## src/rtl/mdu_pkg.sv

```systemverilog
// Shared definitions for the RV32M multiply/divide unit: op encodings,
// control state enum and op-class predicates.
package mdu_pkg;

  localparam logic [2:0] OP_MUL    = 3'b000;
  localparam logic [2:0] OP_MULH   = 3'b001;
  localparam logic [2:0] OP_DIV    = 3'b010;
  localparam logic [2:0] OP_DIVU   = 3'b011;
  localparam logic [2:0] OP_REM    = 3'b100;
  localparam logic [2:0] OP_REMU   = 3'b101;
  localparam logic [2:0] OP_MULHSU = 3'b110;
  localparam logic [2:0] OP_MULHU  = 3'b111;

  typedef enum logic {
    IDLE,
    DIV_BUSY
  } state_t;

  function automatic logic is_div_op(input logic [2:0] op);
    return (op == OP_DIV) || (op == OP_DIVU) || (op == OP_REM) || (op == OP_REMU);
  endfunction

  function automatic logic is_signed_div(input logic [2:0] op);
    return (op == OP_DIV) || (op == OP_REM);
  endfunction

  function automatic logic is_rem_op(input logic [2:0] op);
    return (op == OP_REM) || (op == OP_REMU);
  endfunction

endpackage

```

## src/rtl/mdu_div.sv

```systemverilog
// Iterative radix-2 restoring divider for unsigned operands: loads on start,
// then retires one quotient bit per cycle; done holds after the 32nd bit.
module mdu_div
  import mdu_pkg::*;
#(
  parameter int XLEN = 32
) (
  input  logic            clk,
  input  logic            rst,
  input  logic            start,
  input  logic [XLEN-1:0] dividend,
  input  logic [XLEN-1:0] divisor,
  output logic [XLEN-1:0] quotient,
  output logic [XLEN-1:0] remainder,
  output logic            done
);

  localparam int CNT_W = $clog2(XLEN) + 1;

  logic [XLEN-1:0]  quo;
  logic [XLEN-1:0]  rem;
  logic [XLEN-1:0]  dvsr;
  logic [CNT_W-1:0] cnt;
  logic             busy;
  logic [XLEN:0]    rem_shift;
  logic [XLEN+1:0]  diff;

  // The shifted partial remainder can reach 33 bits, so the trial subtract
  // is done one bit wider again to expose the borrow.
  assign rem_shift = {rem, quo[XLEN-1]};
  assign diff      = {1'b0, rem_shift} - {2'b00, dvsr};

  assign done      = busy && (cnt == CNT_W'(XLEN));
  assign quotient  = quo;
  assign remainder = rem;

  always_ff @(posedge clk or posedge rst) begin
    if (rst) begin
      quo  <= '0;
      rem  <= '0;
      dvsr <= '0;
      cnt  <= '0;
      busy <= 1'b0;
    end else if (start) begin
      quo  <= dividend;
      rem  <= '0;
      dvsr <= divisor;
      cnt  <= '0;
      busy <= 1'b1;
    end else if (done) begin
      busy <= 1'b0;
    end else if (busy) begin
      if (!diff[XLEN+1]) begin
        rem <= diff[XLEN-1:0];
        quo <= {quo[XLEN-2:0], 1'b1};
      end else begin
        rem <= rem_shift[XLEN-1:0];
        quo <= {quo[XLEN-2:0], 1'b0};
      end
      cnt <= cnt + 1'b1;
    end
  end

endmodule

```

## src/rtl/mdu.sv

```systemverilog
// RV32M multiply/divide unit: single-cycle multiplies and special-case
// divides, iterative divider for the rest, one-cycle mdu_ready pulse.
module mdu
  import mdu_pkg::*;
#(
  parameter int XLEN = 32
) (
  input  logic            clk,
  input  logic            rst,
  input  logic [XLEN-1:0] rs1,
  input  logic [XLEN-1:0] rs2,
  input  logic [2:0]      mdu_op,
  input  logic            mdu_valid,
  output logic [XLEN-1:0] mdu_result,
  output logic            mdu_ready
);

  state_t state;
  state_t state_d;

  logic                   accept;
  logic                   start;
  logic                   a_sgn;
  logic                   b_sgn;
  logic signed [XLEN:0]   a_ext;
  logic signed [XLEN:0]   b_ext;
  logic signed [2*XLEN-1:0] prod;
  logic                   sdiv;
  logic                   div0;
  logic                   ovf;
  logic [XLEN-1:0]        a_abs;
  logic [XLEN-1:0]        b_abs;
  logic [XLEN-1:0]        fast_res;
  logic [XLEN-1:0]        div_quo;
  logic [XLEN-1:0]        div_rem;
  logic                   div_done;
  logic [XLEN-1:0]        div_res;
  logic                   sel_rem;
  logic                   neg_res;

  // Multiplier: 33-bit extension lets one signed product cover all variants.
  assign a_sgn = (mdu_op == OP_MUL) || (mdu_op == OP_MULH) || (mdu_op == OP_MULHSU);
  assign b_sgn = (mdu_op == OP_MUL) || (mdu_op == OP_MULH);
  assign a_ext = {a_sgn & rs1[XLEN-1], rs1};
  assign b_ext = {b_sgn & rs2[XLEN-1], rs2};
  assign prod  = (2*XLEN)'(a_ext) * (2*XLEN)'(b_ext);

  assign sdiv  = is_signed_div(mdu_op);
  assign div0  = (rs2 == '0);
  assign ovf   = sdiv && (rs1 == {1'b1, {(XLEN-1){1'b0}}}) && (rs2 == '1);
  assign a_abs = (sdiv && rs1[XLEN-1]) ? -rs1 : rs1;
  assign b_abs = (sdiv && rs2[XLEN-1]) ? -rs2 : rs2;

  always_comb begin
    fast_res = '0;
    case (mdu_op)
      OP_MUL:                        fast_res = prod[XLEN-1:0];
      OP_MULH, OP_MULHSU, OP_MULHU:  fast_res = prod[2*XLEN-1:XLEN];
      OP_DIV, OP_DIVU:               fast_res = div0 ? '1 : {1'b1, {(XLEN-1){1'b0}}};
      OP_REM, OP_REMU:               fast_res = div0 ? rs1 : '0;
      default:                       fast_res = '0;
    endcase
  end

  always_comb begin
    state_d = state;
    accept  = 1'b0;
    start   = 1'b0;
    case (state)
      IDLE: begin
        if (mdu_valid) begin
          accept = 1'b1;
          if (is_div_op(mdu_op) && !div0 && !ovf) begin
            start   = 1'b1;
            state_d = DIV_BUSY;
          end
        end
      end
      DIV_BUSY: begin
        if (div_done) state_d = IDLE;
      end
      default: state_d = IDLE;
    endcase
  end

  always_ff @(posedge clk or posedge rst) begin
    if (rst) state <= IDLE;
    else     state <= state_d;
  end

  mdu_div #(.XLEN(XLEN)) u_div (
    .clk       (clk),
    .rst       (rst),
    .start     (start),
    .dividend  (a_abs),
    .divisor   (b_abs),
    .quotient  (div_quo),
    .remainder (div_rem),
    .done      (div_done)
  );

  assign div_res = sel_rem ? (neg_res ? -div_rem : div_rem)
                           : (neg_res ? -div_quo : div_quo);

  // Result/ready register; sign-fix controls are captured at the accept edge.
  always_ff @(posedge clk or posedge rst) begin
    if (rst) begin
      mdu_result <= '0;
      mdu_ready  <= 1'b0;
      sel_rem    <= 1'b0;
      neg_res    <= 1'b0;
    end else begin
      mdu_ready <= 1'b0;
      if (start) begin
        sel_rem <= is_rem_op(mdu_op);
        neg_res <= is_rem_op(mdu_op) ? (sdiv && rs1[XLEN-1])
                                     : (sdiv && (rs1[XLEN-1] ^ rs2[XLEN-1]));
      end else if (accept) begin
        mdu_result <= fast_res;
        mdu_ready  <= 1'b1;
      end else if ((state == DIV_BUSY) && div_done) begin
        mdu_result <= div_res;
        mdu_ready  <= 1'b1;
      end
    end
  end

endmodule

```

## config.mk

```make
export PLATFORM = sky130hd
export DESIGN_NAME = mdu
export DESIGN_NICKNAME = d
export VERILOG_FILES = /design/src/rtl/mdu_pkg.sv /design/src/rtl/mdu_div.sv /design/src/rtl/mdu.sv
export SDC_FILE = /design/constraint.sdc
export NUM_CORES = 2
export LEC_CHECK = 0
export BUFFER_PORTS_ARGS = -buffer_cell sky130_fd_sc_hd__buf_4
export CAP_MARGIN = 5
export CELL_PAD_IN_SITES_DETAIL_PLACEMENT = 0
export CELL_PAD_IN_SITES_GLOBAL_PLACEMENT = 2
export CORE_MARGIN = 2
export CORE_UTILIZATION = 42
export DETAILED_ROUTE_END_ITERATION = 12
export HOLD_SLACK_MARGIN = 0.06
export PLACE_DENSITY = 0.89
export RECOVER_POWER = 50
export SKIP_CTS_REPAIR_TIMING = 1
export SYNTH_ARGS = -nofsm -noshare
export SYNTH_HDL_FRONTEND = slang
export SYNTH_SLANG_ARGS = --single-unit
```

## constraint.sdc

```tcl
create_clock -name clk -period 5.5 [get_ports clk]
set_clock_uncertainty 0.2 [all_clocks]
set_input_delay 1.1 -clock clk [delete_from_list [all_inputs] [get_ports clk]]
set_output_delay 1.1 -clock clk [all_outputs]
set_load 0.005 [all_outputs]
```

==> flow_summary.yaml <==
logic_synthesis:
  synth_compound_area_share_pct: 8.58
  synth_top_family_by_area: "adder cells"
  synth_top_cell_area_share_pct: 45.4
  yosys.area.top_type: "fa_1"
  synth_ff_type: "dfrtp_1"
  yosysMostFrequentCell: "inv_1"
  async_reset_ff_share_pct: 100
  synth_nets: 7215
  synth-seq-area-share_pct: 7.00
  muxShareOfSynthArea_pct: 0.859
  synth_edf_count: 0
  synth_adder_area_share_pct: 51.7
  ys_ff_latch: 139
  netlist_instances: 5767
  synth-simple-area-share_pct: 16.1
  netlist_top_cells_count: "inv_1 (1,242), fa_1 (1,126), nand2_1 (970), and2_1 (307), clkbuf_1 (262)"
  synth_area_per_cell_um2: 8.61
  yosysWarnings: 0
  synth_xor_area_share_pct: 3.49
  synth.area.top_cells: "fa_1 (45%), inv_1 (9.4%), nand2_1 (7.3%), dfrtp_1 (7.0%), ha_1 (6.3%)"
  ys_types: 89
  synth_area_um2: 49700
global_routing:
  use_met3_pct: 4.11
  grt_usage_pct: 27.8
  grt-ovfl-total: 0
  antenna_found_initial: 11
  grt_pass1_vias: 42800
  grt_max_degree: 90
  busiest_layer: "met2"
  grt_pass1_wl_mm: 258
  grt.met2_usage_pct: 45.2
  use_met1_pct: 38.8
outcome:
  violations: "capacitance limit, slew limit, setup timing"
  status: "finished with violations"
route:
  routed_via_density: 5.33
  dr_total_vias: 41100
  drt_drc_violations_left: 0
  drtPass1Iterations: 6
  wl_per_cell_um: 21.5
  wl_mm: 165
  postRouteAntennaNets: 0
  drt-initial-drc-count: 3267
critical_path:
  rrSetupSlack_ns: 1.33
  crit_top_cell: "fa_1"
  cp.required_ns: 5.61
  slowest_delay_ns: 0.63
  arrival_ns: 8.51
  crit_path_max_fanout: 5
  critPathCaptureType: "register"
  r2r_cells: 13
  worst-setup-path-type: "in2reg"
  cp-start-kind: "primary input"
  worst_path_max_delay_cell: "fa_2"
place:
  place_inst: 7645
  hpwlAfterDp_mm: 140
  portBuffers: 102
  place.gp.congestion: 0.961
cts:
  clk_latency_ns: 0.44
  cts_tree: "done"
  cts.htree.levels: 4
  cts_root_buf: "clkbuf_16"
  clk_pin_slew_ns: 0.07
  numCtsBuffers: 17
  cts_max_path_buffers: 2
  clock_sinks: 139
timing:
  rsz0062_at_grt: "true"
  drv_slew: 90
  setup_ws_ns: -2.90
  period_share_pct: 153
  clock.fmax_mhz: 119
  hold_viol_final: 0
  setup_viol: 32
  timing.hold.ws_ns: 0.293
  relSlewSlack_pct: -143
  period_needed_ns: 8.40
  worst_pin_slew_ns: 3.65
flow_run:
  maxCapViolCount: 1
die:
  fp-row-count: 126
  die_w_um: 348
  initial_utilization_pct: 42.2
  core_region_area_um2: 118000
  die-area_um2: 121000
  die_y_um: 348
  num_io_pins: 103
layout:
  drive_gt1_share_pct: 16.4
  layout.cells.non_filler: 7707
  synthToLayoutAreaGrowth_pct: 17.9
  nets: 7599
min_path:
  hold_depth: 2
  hp-class: "reg2reg"
==> stage by stage <==
step	TNS (ns)	setup WS (ns)	util (%)	area, um^2
after detailed placement	-104.52	-3.51	48.0	56400
after CTS	-90.42	-3.09	48.5	57000
after global placement	-102.98	-3.46	48.0	56400
after global routing	-89.66	-3.11	49.8	58600
after floorplan	-85.82	-3.27	-	50600
final	-83.47	-2.90	49.8	58600
==> per-layer routing <==
layer	wire (um)	part of all wire, %
met1	71000	43
met2	77400	47
met3	11600	7.0
met4	5390	3.3
met5	0	0
==> state kept, by name, summed over array words and instances, names as in the netlist <==
register and flops:
u_div.quotient 32, mdu_ready 1, sel_rem 1, u_div.remainder 32
state 1, mdu_result 32, u_div.dvsr 32, neg_res 1
u_div.cnt 6, u_div.busy 1
==> final cells by class <==
cell class,count,area [um^2]
Fill cell,11300,59000
Antenna cell,7,17.5
Sequential cell,139,3480
Multi-Input combinational cell,4022,41400
Clock buffer,19,433
Timing Repair Buffer,727,6470
Inverter,1244,4680
Tap cell,1536,1920
Clock inverter,13,193
==> critical path: cells and delay by family <==
| kind | cells | cell delay [ns] |
|---|---|---|
| AOI/OAI and AO/OA | 8 | 1.62 |
| adders and majority gates | 9 | 4.46 |
| buffers and inverters | 10 | 0.80 |
| and+or+nand+nor | 5 | 0.52 |
==> logic make-up after synthesis <==
family	count (synthesis)
XOR/XNOR	198
buffers and inverters	1607
multiplexers	41
flip-flops	139
adder cells (fa/ha/maj)	1378
AO/OA/AOI/OAI	664
AND/OR/NAND/NOR	1740
==> path summary, 6_finish.rpt <==
path                               startpoint             endpoint
max in group asynchronous                 rst   u_div.quotient[24]
hold / removal                 u_div.dvsr[29]       u_div.dvsr[29]
setup reg to reg           u_div.quotient[31]  u_div.remainder[30]
min in group asynchronous                 rst        mdu_result[6]
hold reg to reg                u_div.dvsr[29]       u_div.dvsr[29]
setup / recovery                    mdu_op[1]       mdu_result[24]
==> layout by cell type, fill, tap and decap left out, drive strengths merged, types with 139 or more instances in the layout <==
cell type,instances
nand2,970
buf,722
ha,252
a21oi,172
nor2,190
fa,1126
o21ai,159
dfrtp,139
inv,1242
and2,311
Power is left out: the tool's default activity adds up to more than one toggle a clock period on the data nets, which glitch-free logic cannot reach.
